File: src/rtl/reciprocal_nr_seq_if.sv
// Request/result bundle for the sequential Newton-Raphson reciprocal unit.
interface reciprocal_nr_seq_if;
  logic        start;
  logic [15:0] din;
  logic        busy;
  logic        done;
  logic [23:0] dout;
  logic        dz;
  logic [3:0]  iter_cnt;

  modport master (output start, din, input busy, done, dout, dz, iter_cnt);
  modport slave  (input start, din, output busy, done, dout, dz, iter_cnt);
endinterface

File: src/rtl/reciprocal_nr_seq.sv
// Multi-cycle 1/x for a 16-bit unsigned integer, result in unsigned [4:-19].
// One shared 24x24 multiplier and one 24-bit subtractor are stepped by the FSM.
module reciprocal_nr_seq #(
  parameter int unsigned MAX_ITER = 8
) (
  input  logic               clk,
  input  logic               rst,
  reciprocal_nr_seq_if.slave bus
);

  localparam logic [23:0] C_A    = 24'h0F0F0D;
  localparam logic [23:0] C_B    = 24'h169696;
  localparam logic [23:0] C_HALF = 24'h040000;
  localparam logic [23:0] C_TWO  = 24'h100000;
  localparam logic [3:0]  C_MAX  = 4'(MAX_ITER);

  typedef enum logic [3:0] {
    IDLE, SCALE, MUL_A, SUB_B, MUL_SCALED, SUB_2, MUL_NEW, CHECK_EQ, ASSIGN_NEW, DENORM
  } state_t;

  state_t      r_state;
  state_t      w_state_nxt;

  logic [23:0] r_s;
  logic [23:0] r_x;
  logic [23:0] r_t;
  logic [4:0]  r_sh;
  logic [3:0]  r_cnt;
  logic [23:0] r_dout;
  logic        r_dz;
  logic [3:0]  r_iter;
  logic        r_done;

  logic [23:0] w_mul_a;
  logic [23:0] w_mul_b;
  logic [47:0] w_prod;
  logic [23:0] w_mul_res;
  logic [23:0] w_sub_a;
  logic [23:0] w_sub_b;
  logic [23:0] w_diff;
  logic        w_unused;

  assign w_prod    = w_mul_a * w_mul_b;
  assign w_mul_res = w_prod[42:19];
  assign w_unused  = ^{w_prod[47:43], w_prod[18:0]};
  assign w_diff    = w_sub_a - w_sub_b;

  always_ff @(posedge clk or posedge rst) begin
    if (rst) r_state <= IDLE;
    else     r_state <= w_state_nxt;
  end

  // Next state plus operand steering for the shared multiplier/subtractor.
  always_comb begin
    w_state_nxt = r_state;
    w_mul_a     = r_x;
    w_mul_b     = r_t;
    w_sub_a     = C_TWO;
    w_sub_b     = r_t;
    case (r_state)
      IDLE:       if (bus.start && (bus.din != 16'd0)) w_state_nxt = SCALE;
      SCALE:      if (r_s >= C_HALF) w_state_nxt = MUL_A;
      MUL_A: begin
        w_mul_a     = r_s;
        w_mul_b     = C_A;
        w_state_nxt = SUB_B;
      end
      SUB_B: begin
        w_sub_a     = C_B;
        w_sub_b     = r_x;
        w_state_nxt = MUL_SCALED;
      end
      MUL_SCALED: begin
        w_mul_a     = r_x;
        w_mul_b     = r_s;
        w_state_nxt = SUB_2;
      end
      SUB_2:      w_state_nxt = MUL_NEW;
      MUL_NEW:    w_state_nxt = CHECK_EQ;
      CHECK_EQ:   w_state_nxt = ((r_t == r_x) || (r_cnt >= C_MAX)) ? DENORM : ASSIGN_NEW;
      ASSIGN_NEW: w_state_nxt = MUL_SCALED;
      DENORM:     w_state_nxt = IDLE;
      default:    w_state_nxt = IDLE;
    endcase
  end

  always_ff @(posedge clk or posedge rst) begin
    if (rst) begin
      r_s    <= '0;
      r_x    <= '0;
      r_t    <= '0;
      r_sh   <= '0;
      r_cnt  <= '0;
      r_dout <= '0;
      r_dz   <= 1'b0;
      r_iter <= '0;
      r_done <= 1'b0;
    end else begin
      r_done <= 1'b0;
      case (r_state)
        IDLE: begin
          if (bus.start) begin
            if (bus.din == 16'd0) begin
              r_dout <= '1;
              r_dz   <= 1'b1;
              r_iter <= '0;
              r_done <= 1'b1;
            end else begin
              r_s   <= {8'b0, bus.din};
              r_sh  <= 5'd19;
              r_cnt <= '0;
            end
          end
        end
        SCALE: begin
          if (r_s < C_HALF) begin
            r_s  <= r_s << 1;
            r_sh <= r_sh - 5'd1;
          end
        end
        MUL_A:      r_x <= w_mul_res;
        SUB_B:      r_x <= w_diff;
        MUL_SCALED: r_t <= w_mul_res;
        SUB_2:      r_t <= w_diff;
        MUL_NEW: begin
          r_t   <= w_mul_res;
          r_cnt <= r_cnt + 4'd1;
        end
        ASSIGN_NEW: r_x <= r_t;
        DENORM: begin
          // X approximates 2^19/S with S = din<<n, so undoing the scaling is X>>(19-n).
          r_dout <= r_x >> r_sh;
          r_dz   <= 1'b0;
          r_iter <= r_cnt;
          r_done <= 1'b1;
        end
        default: ;
      endcase
    end
  end

  assign bus.busy     = (r_state != IDLE);
  assign bus.done     = r_done;
  assign bus.dout     = r_dout;
  assign bus.dz       = r_dz;
  assign bus.iter_cnt = r_iter;

endmodule
File: src/flat_wrapper.sv
// flat-port wrapper written by rule: the top's interface ports become plain ports
module reciprocal_nr_seq_flat 
#(
  parameter int unsigned MAX_ITER = 8
)
  (clk, rst, bus_start, bus_din, bus_busy, bus_done, bus_dout, bus_dz, bus_iter_cnt);
  reciprocal_nr_seq_if bus_i ();
  input  logic clk;
  input  logic rst;
  input wire logic [$bits(bus_i.start)-1:0] bus_start;
  input wire logic [$bits(bus_i.din)-1:0] bus_din;
  output wire logic [$bits(bus_i.busy)-1:0] bus_busy;
  output wire logic [$bits(bus_i.done)-1:0] bus_done;
  output wire logic [$bits(bus_i.dout)-1:0] bus_dout;
  output wire logic [$bits(bus_i.dz)-1:0] bus_dz;
  output wire logic [$bits(bus_i.iter_cnt)-1:0] bus_iter_cnt;
  assign bus_i.start = bus_start;
  assign bus_i.din = bus_din;
  assign bus_busy = bus_i.busy;
  assign bus_done = bus_i.done;
  assign bus_dout = bus_i.dout;
  assign bus_dz = bus_i.dz;
  assign bus_iter_cnt = bus_i.iter_cnt;
  reciprocal_nr_seq #(.MAX_ITER(MAX_ITER)) u_core (.clk(clk), .rst(rst), .bus(bus_i));
endmodule
File: config.mk
export PLATFORM = sky130hd
export DESIGN_NAME = reciprocal_nr_seq_flat
export DESIGN_NICKNAME = d
export VERILOG_FILES = /design/src/rtl/reciprocal_nr_seq_if.sv /design/src/rtl/reciprocal_nr_seq.sv /design/src/flat_wrapper.sv
export SDC_FILE = /design/constraint.sdc
export NUM_CORES = 2
export LEC_CHECK = 0
export CELL_PAD_IN_SITES_DETAIL_PLACEMENT = 0
export CELL_PAD_IN_SITES_GLOBAL_PLACEMENT = 2
export CORE_UTILIZATION = 40
export CTS_CLUSTER_DIAMETER = 100
export DETAILED_ROUTE_END_ITERATION = 7
export MAX_ROUTING_LAYER = met4
export PLACE_DENSITY = 0.82
export SLEW_MARGIN = 5
export SYNTH_ARGS = -nofsm -noshare
export SYNTH_HDL_FRONTEND = slang
export SYNTH_SLANG_ARGS = --single-unit
File: constraint.sdc
create_clock -name clk -period 24.6 [get_ports clk]
set_input_delay 4.92 -clock clk [delete_from_list [all_inputs] [get_ports clk]]
set_output_delay 4.92 -clock clk [all_outputs]
set_load 0.02 [all_outputs]
# Word-level counts from Yosys, hierarchy flattened
# Cells that the tools add are included.
dict set report word_totals {
  output_inout_bits 31
  regBits 115
  in_bits 19
  word_cells 84
}
dict set report classes {
  muxes 33
  n_lt_le_gt_ge 3
  n_reduce_logical 17
  addsub 3
  n_eq_ne 16
  n_mul 1
  shifts 1
}
# op n
set op_table {}
lappend op_table {{24-bit one-hot mux with 2 select lines} 4}
lappend op_table {{24-bit 2-to-1 mux} 7}
lappend op_table {{24-bit one-hot mux with 3 select lines} 1}
lappend op_table {{24-bit by 24-bit multiplier with 43-bit output} 1}
lappend op_table {{4-bit one-hot mux with 8 select lines} 1}
lappend op_table {{24-bit equality test} 1}
lappend op_table {{24-bit by 19-bit >= comparator with 1-bit output (second input constant)} 1}
lappend op_table {{24-bit by 19-bit < comparator with 1-bit output (second input constant)} 1}
lappend op_table {{4-bit 2-to-1 mux} 6}
lappend op_table {{24-bit by 5-bit right shift with 24-bit output} 1}
lappend op_table {{21-bit by 24-bit subtractor with 24-bit output} 1}
lappend op_table {{19-bit 2-to-1 mux} 1}
lappend op_table {{4-bit by 3-bit equality test with 1-bit output (second input constant)} 4}
lappend op_table {{16-bit zero test} 1}
lappend op_table {{4-bit one-hot mux with 2 select lines} 2}
lappend op_table {{16-bit nonzero test} 1}
lappend op_table {{5-bit 2-to-1 mux} 3}
lappend op_table {{5-bit one-hot mux with 2 select lines} 1}
lappend op_table {{4-bit by 2-bit equality test with 1-bit output (second input constant)} 2}
lappend op_table {{4-bit equality test (second input constant)} 2}
lappend op_table {{2-bit by 1-bit != test with 1-bit output (second input constant)} 4}
lappend op_table {{2-bit nonzero test} 4}
lappend op_table {{3-bit AND reduction} 2}
lappend op_table {{1-bit 2-to-1 mux} 5}
lappend op_table {{14 further kinds} 17}

# Longest topological paths before layout
dict set report depth {
  ltp_word 4
  depth_mapped 35
  mapped_depth_nobuf 30
}

# Worst setup path before layout
# No wires, ideal clock.
dict set report synth_path {
  kind {reg2reg}
  startpoint {register u_core.r_state[0]}
  endpoint {register u_core.r_t[21]}
  setup_ps 136
  path_slack_ps 16124
  t_required_ps 24464
  path_stages_with_launch 33
  period_less_slack_ps 8476
  t_arrival_ps 8339
  n_path_buf 5
  path_cell_list {dfrtp_1 > buf_6 > or3b_1 > buf_2 > nor2_1 > clkbuf_1 > buf_1 > a22o_1 > clkbuf_1 > nand2_1 > fa_1 > inv_1 > fa_1 > inv_1 > fa_1 > inv_1 > fa_1 > fa_1 > fa_1 > inv_1 > fa_1 > inv_1 > ha_1 > a2111oi_0 > o21ai_0 > a221oi_1 > nand3_1 > a221oi_2 > a31oi_4 > a311oi_2 > o21bai_1 > xnor2_1 > a21oi_1}
}
dict set report synth_via {
  elab_chain_cells 4
  word_cells_on_any_way 14
  classes_between {1 x add/sub; 1 x mul; 5 x eq/ne; 5 x mux; 2 x reduce/logical}
}
# item line_no
set synth_rtl {}
lappend synth_rtl {{start: declaration} reciprocal_nr_seq.sv:21} ;# state_t r_state;
lappend synth_rtl {{start signal: assignment} reciprocal_nr_seq.sv:50} ;# else r_state <= w_state_nxt;
lappend synth_rtl {{4-bit by 3-bit equality test with 1-bit output or 4-bit by 2-bit equality test with 1-bit output (tied branches)} {reciprocal_nr_seq.sv:60, reciprocal_nr_seq.sv:100}}
lappend synth_rtl {{24-bit one-hot mux with 2 select lines, or another cell as far along} reciprocal_nr_seq.sv:60} ;# case (r_state)
lappend synth_rtl {{24-bit by 24-bit multiplier with 43-bit output or 21-bit by 24-bit subtractor with 24-bit output (tied branches)} {reciprocal_nr_seq.sv:43, reciprocal_nr_seq.sv:46}}
lappend synth_rtl {{24-bit one-hot mux with 2 select lines} reciprocal_nr_seq.sv:100} ;# case (r_state)
lappend synth_rtl {{end signal: assignment} reciprocal_nr_seq.sv:123} ;# MUL_SCALED: r_t <= w_mul_res;
lappend synth_rtl {{end signal: assignment} reciprocal_nr_seq.sv:124} ;# SUB_2: r_t <= w_diff;
lappend synth_rtl {{end signal: assignment} reciprocal_nr_seq.sv:126} ;# r_t <= w_mul_res;
lappend synth_rtl {{end: declaration} reciprocal_nr_seq.sv:26} ;# logic [23:0] r_t;
# Parallel ways exist; a longest one is shown, timed or not.
# A chain may end at the register's enable or synchronous reset.

# Worst setup path after layout
dict set report layout_path {
  startpoint {register u_core.r_state[0]}
  endpoint {register u_core.r_t[18]}
}
# Same word-level chain as after synthesis.

==> impl_metrics.tcl <==
set metrics [dict create \
    outcome "completed" \
    ys_top_cells_by_area "fa_1, dfrtp_1, inv_1, ha_1, nor2_1" \
    wire_per_inst_um 22.77 \
    synthesis.area_um2 25370 \
    die_h_um 253.8 \
    crit_type "reg -> reg" \
    cts_buffers 17 \
    rsz0062_at_grt "false" \
    drc 0 \
    cp_max_fo 26 \
    nets 3630 \
    synth_xor_xnor_area_share_pct 3.245 \
    multi_input_area_um2 19610 \
    fin_crit_ns 10.36 \
    end_kind "flop" \
    wl_mm 87.54 \
    relSlewSlack_pct 14.46 \
    synth_compound_area_share_pct 10.46 \
    yosys.area_share.simple_pct 16.85 \
    ys_top_cells_by_count "inv_1, fa_1, nor2_1" \
    cts.path.max_buffers 2 \
    gp_congestion 0.9152 \
    stdcell_area_um2 27230 \
    final_cell_count_no_fill 3845 \
    cp.arrival_ns 10.63 \
    htree_levels 4 \
    drt-initial-drc-count 1713 \
    synth_area_leader_cell "fa_1" \
    dpl.hpwl_mm 67.30 \
    first_pass_iters 6 \
    fmax_mhz 96.54 \
    die_area_um2 64430 \
    grt_max_degree 66 \
    via_count 21200 \
    synth.avg_cell_area_um2 8.242 \
    synth_top_area_share_pct 37.32 \
    ys_warn_count 0 \
    cts_sinks 115 \
    period_share_pct 42.11 \
    max_stage_delay_ns 0.91 \
    avgViaCountPerCell 5.515 \
    synth_top_family_by_area "adder cells" \
    fin_skew_ns 0.02755 \
    root_buffer "clkbuf_16" \
    min_path_type "reg -> reg" \
    post_cts_buffers 0 \
    synthArstFlopShare_pct 100.0 \
    crit_slowest_cell "or3b_1" \
    critPathRequiredTime_ns 24.87 \
    diodes 0 \
    synth_seq_cells 115 \
    clock_latency_ns 0.45 \
    cts_tree "built" \
    ys_types 81 \
    synthMuxAreaShare_pct 2.140 \
    drive_gt1_share_pct 4.455 \
    path_clk_slew_ns 0.06 \
    ctsResizeCount 0 \
    io-pin-count 50 \
    slew_viol_final 0 \
    fin_tns_setup_ns 0 \
    dominantRegCellSynth "dfrtp_1" \
    hold_violations 0 \
    grt_pass1_vias 21830 \
    portBuffers 49 \
    overflow 0 \
    seq_area_um2 2878 \
    setup_viol 0 \
    start_util_pct 40.81 \
    placed_area_um2 26600 \
    cts-hold-fix-buffers 0 \
    netlist_instances 3078 \
    cp-start-kind "flop" \
    antenna_found_initial 1 \
    ys_seq_area_share_pct 11.34 \
    synth.most_common_cell "inv_1" \
    core_um2 62170 \
    rows 91 \
    syn_nets 3713 \
    grt_pass1_wl_mm 134.1 \
    path_common_cell "fa_1" \
    synthToLayoutAreaGrowth_pct 7.334 \
    die_w_um 253.8 \
    worst_pin_slew_ns 1.283 \
    antenna_left 0 \
    grt_use_total_pct 28.88 \
    synthAdderAreaFrac_pct 44.38 \
    fillers 6308 \
    synth_enable_flop_cells 0 \
    dp.cells 3813 \
    drv_cap 0 \
]
-- worst max-delay path, delay by kind of cell, from the launching register on --
family                   cells  cell delay (ns)
adder cells (fa/ha/maj)      8             3.73
AO/OA/AOI/OAI                9             3.28
AND/OR/NAND/NOR              5             1.58
flip-flops                   1             0.78
buffers and inverters        6             0.52
XOR/XNOR                     1             0.24
-- cells by family (layout without fill, tap and decap cells) --
logic type / Yosys count / count (layout)
AOI/OAI and AO/OA: 405 / 405
DFF: 115 / 115
adders and majority gates: 616 / 616
xor gates and xnor gates: 94 / 94
and+or+nand+nor: 1025 / 1025
muxes: 45 / 45
buffers and inverters: 778 / 708
-- worst paths after layout --
kind                                                from                         end  slack (ns)  cells after the start
max in group asynchronous                            rst   u_core.r_x[5]$_DFFE_PP0P_       18.30                      3
min in group asynchronous                            rst   u_core.r_s[0]$_DFFE_PP0P_        4.92                      2
max                        u_core.r_state[0]$_DFFE_PP0P_  u_core.r_t[18]$_DFFE_PP0P_       14.24                     29
min                            u_core.bus.dz$_DFFE_PP0P_   u_core.bus.dz$_DFFE_PP0P_        0.50                      2
max reg2reg                u_core.r_state[0]$_DFFE_PP0P_  u_core.r_t[18]$_DFFE_PP0P_       14.24                     29
min reg2reg                    u_core.bus.dz$_DFFE_PP0P_   u_core.bus.dz$_DFFE_PP0P_        0.50                      2
-- through the flow --
stage,hold WS [ns],util [%],setup slack [ns]
final,0.5008,43.80,14.24
after floorplan,0.4913,-,16.12
after global routing,0.5251,43.80,13.70
after CTS,0.5055,43.80,14.29
after detailed placement,0.4903,42.79,14.23
after global placement,0.4822,42.79,14.43
-- cell type report --
type                       instances  area share, %
clock buffer                      18          1.613
clock inverter                    14         0.6846
inverter                         568          7.839
multi-input combinational       2185          72.02
sequential                       115          10.57
tap                              837          3.846
timing repair buffer             108          3.428
-- cells in the final DEF, fill, tap and decap left out, drive strengths merged, types with 19 or more instances in the layout --
cell type,n
and2,31
nor3,30
o21ai,97
a22oi,20
o22ai,31
clkdlybuf4s50,49
mux2i,34
nor2,427
ha,143
xor2,34
xnor2,60
nand2,423
fa,473
a21oi,103
buf,59
dfrtp,115
nand3,23
a21o,19
inv,576
-- flip-flops by register name, indices dropped and copies added (netlist names) --
| name | cells |
|---|---|
| u_core.r_state | 4 |
| u_core.r_sh | 5 |
| u_core.bus.iter_cnt | 4 |
| u_core.bus.dz | 1 |
| u_core.r_t | 24 |
| u_core.bus.done | 1 |
| u_core.r_s | 24 |
| u_core.r_cnt | 4 |
| u_core.bus.dout | 24 |
| u_core.r_x | 24 |
-- routing by layer --
| metal | wire length [um] | up-vias | GRT usage [%] |
|---|---|---|---|
| li1 | - | 9328 | - |
| met1 | 36430 | 10880 | 37.34 |
| met2 | 41300 | 821 | 45.57 |
| met3 | 6611 | 179 | 5.152 |
| met4 | 3202 | 0 | 9.931 |
| met5 | 0 | - | - |
Power is not shown: default switching activity piles up to over one toggle a cycle in this logic, so the estimate is an artifact.
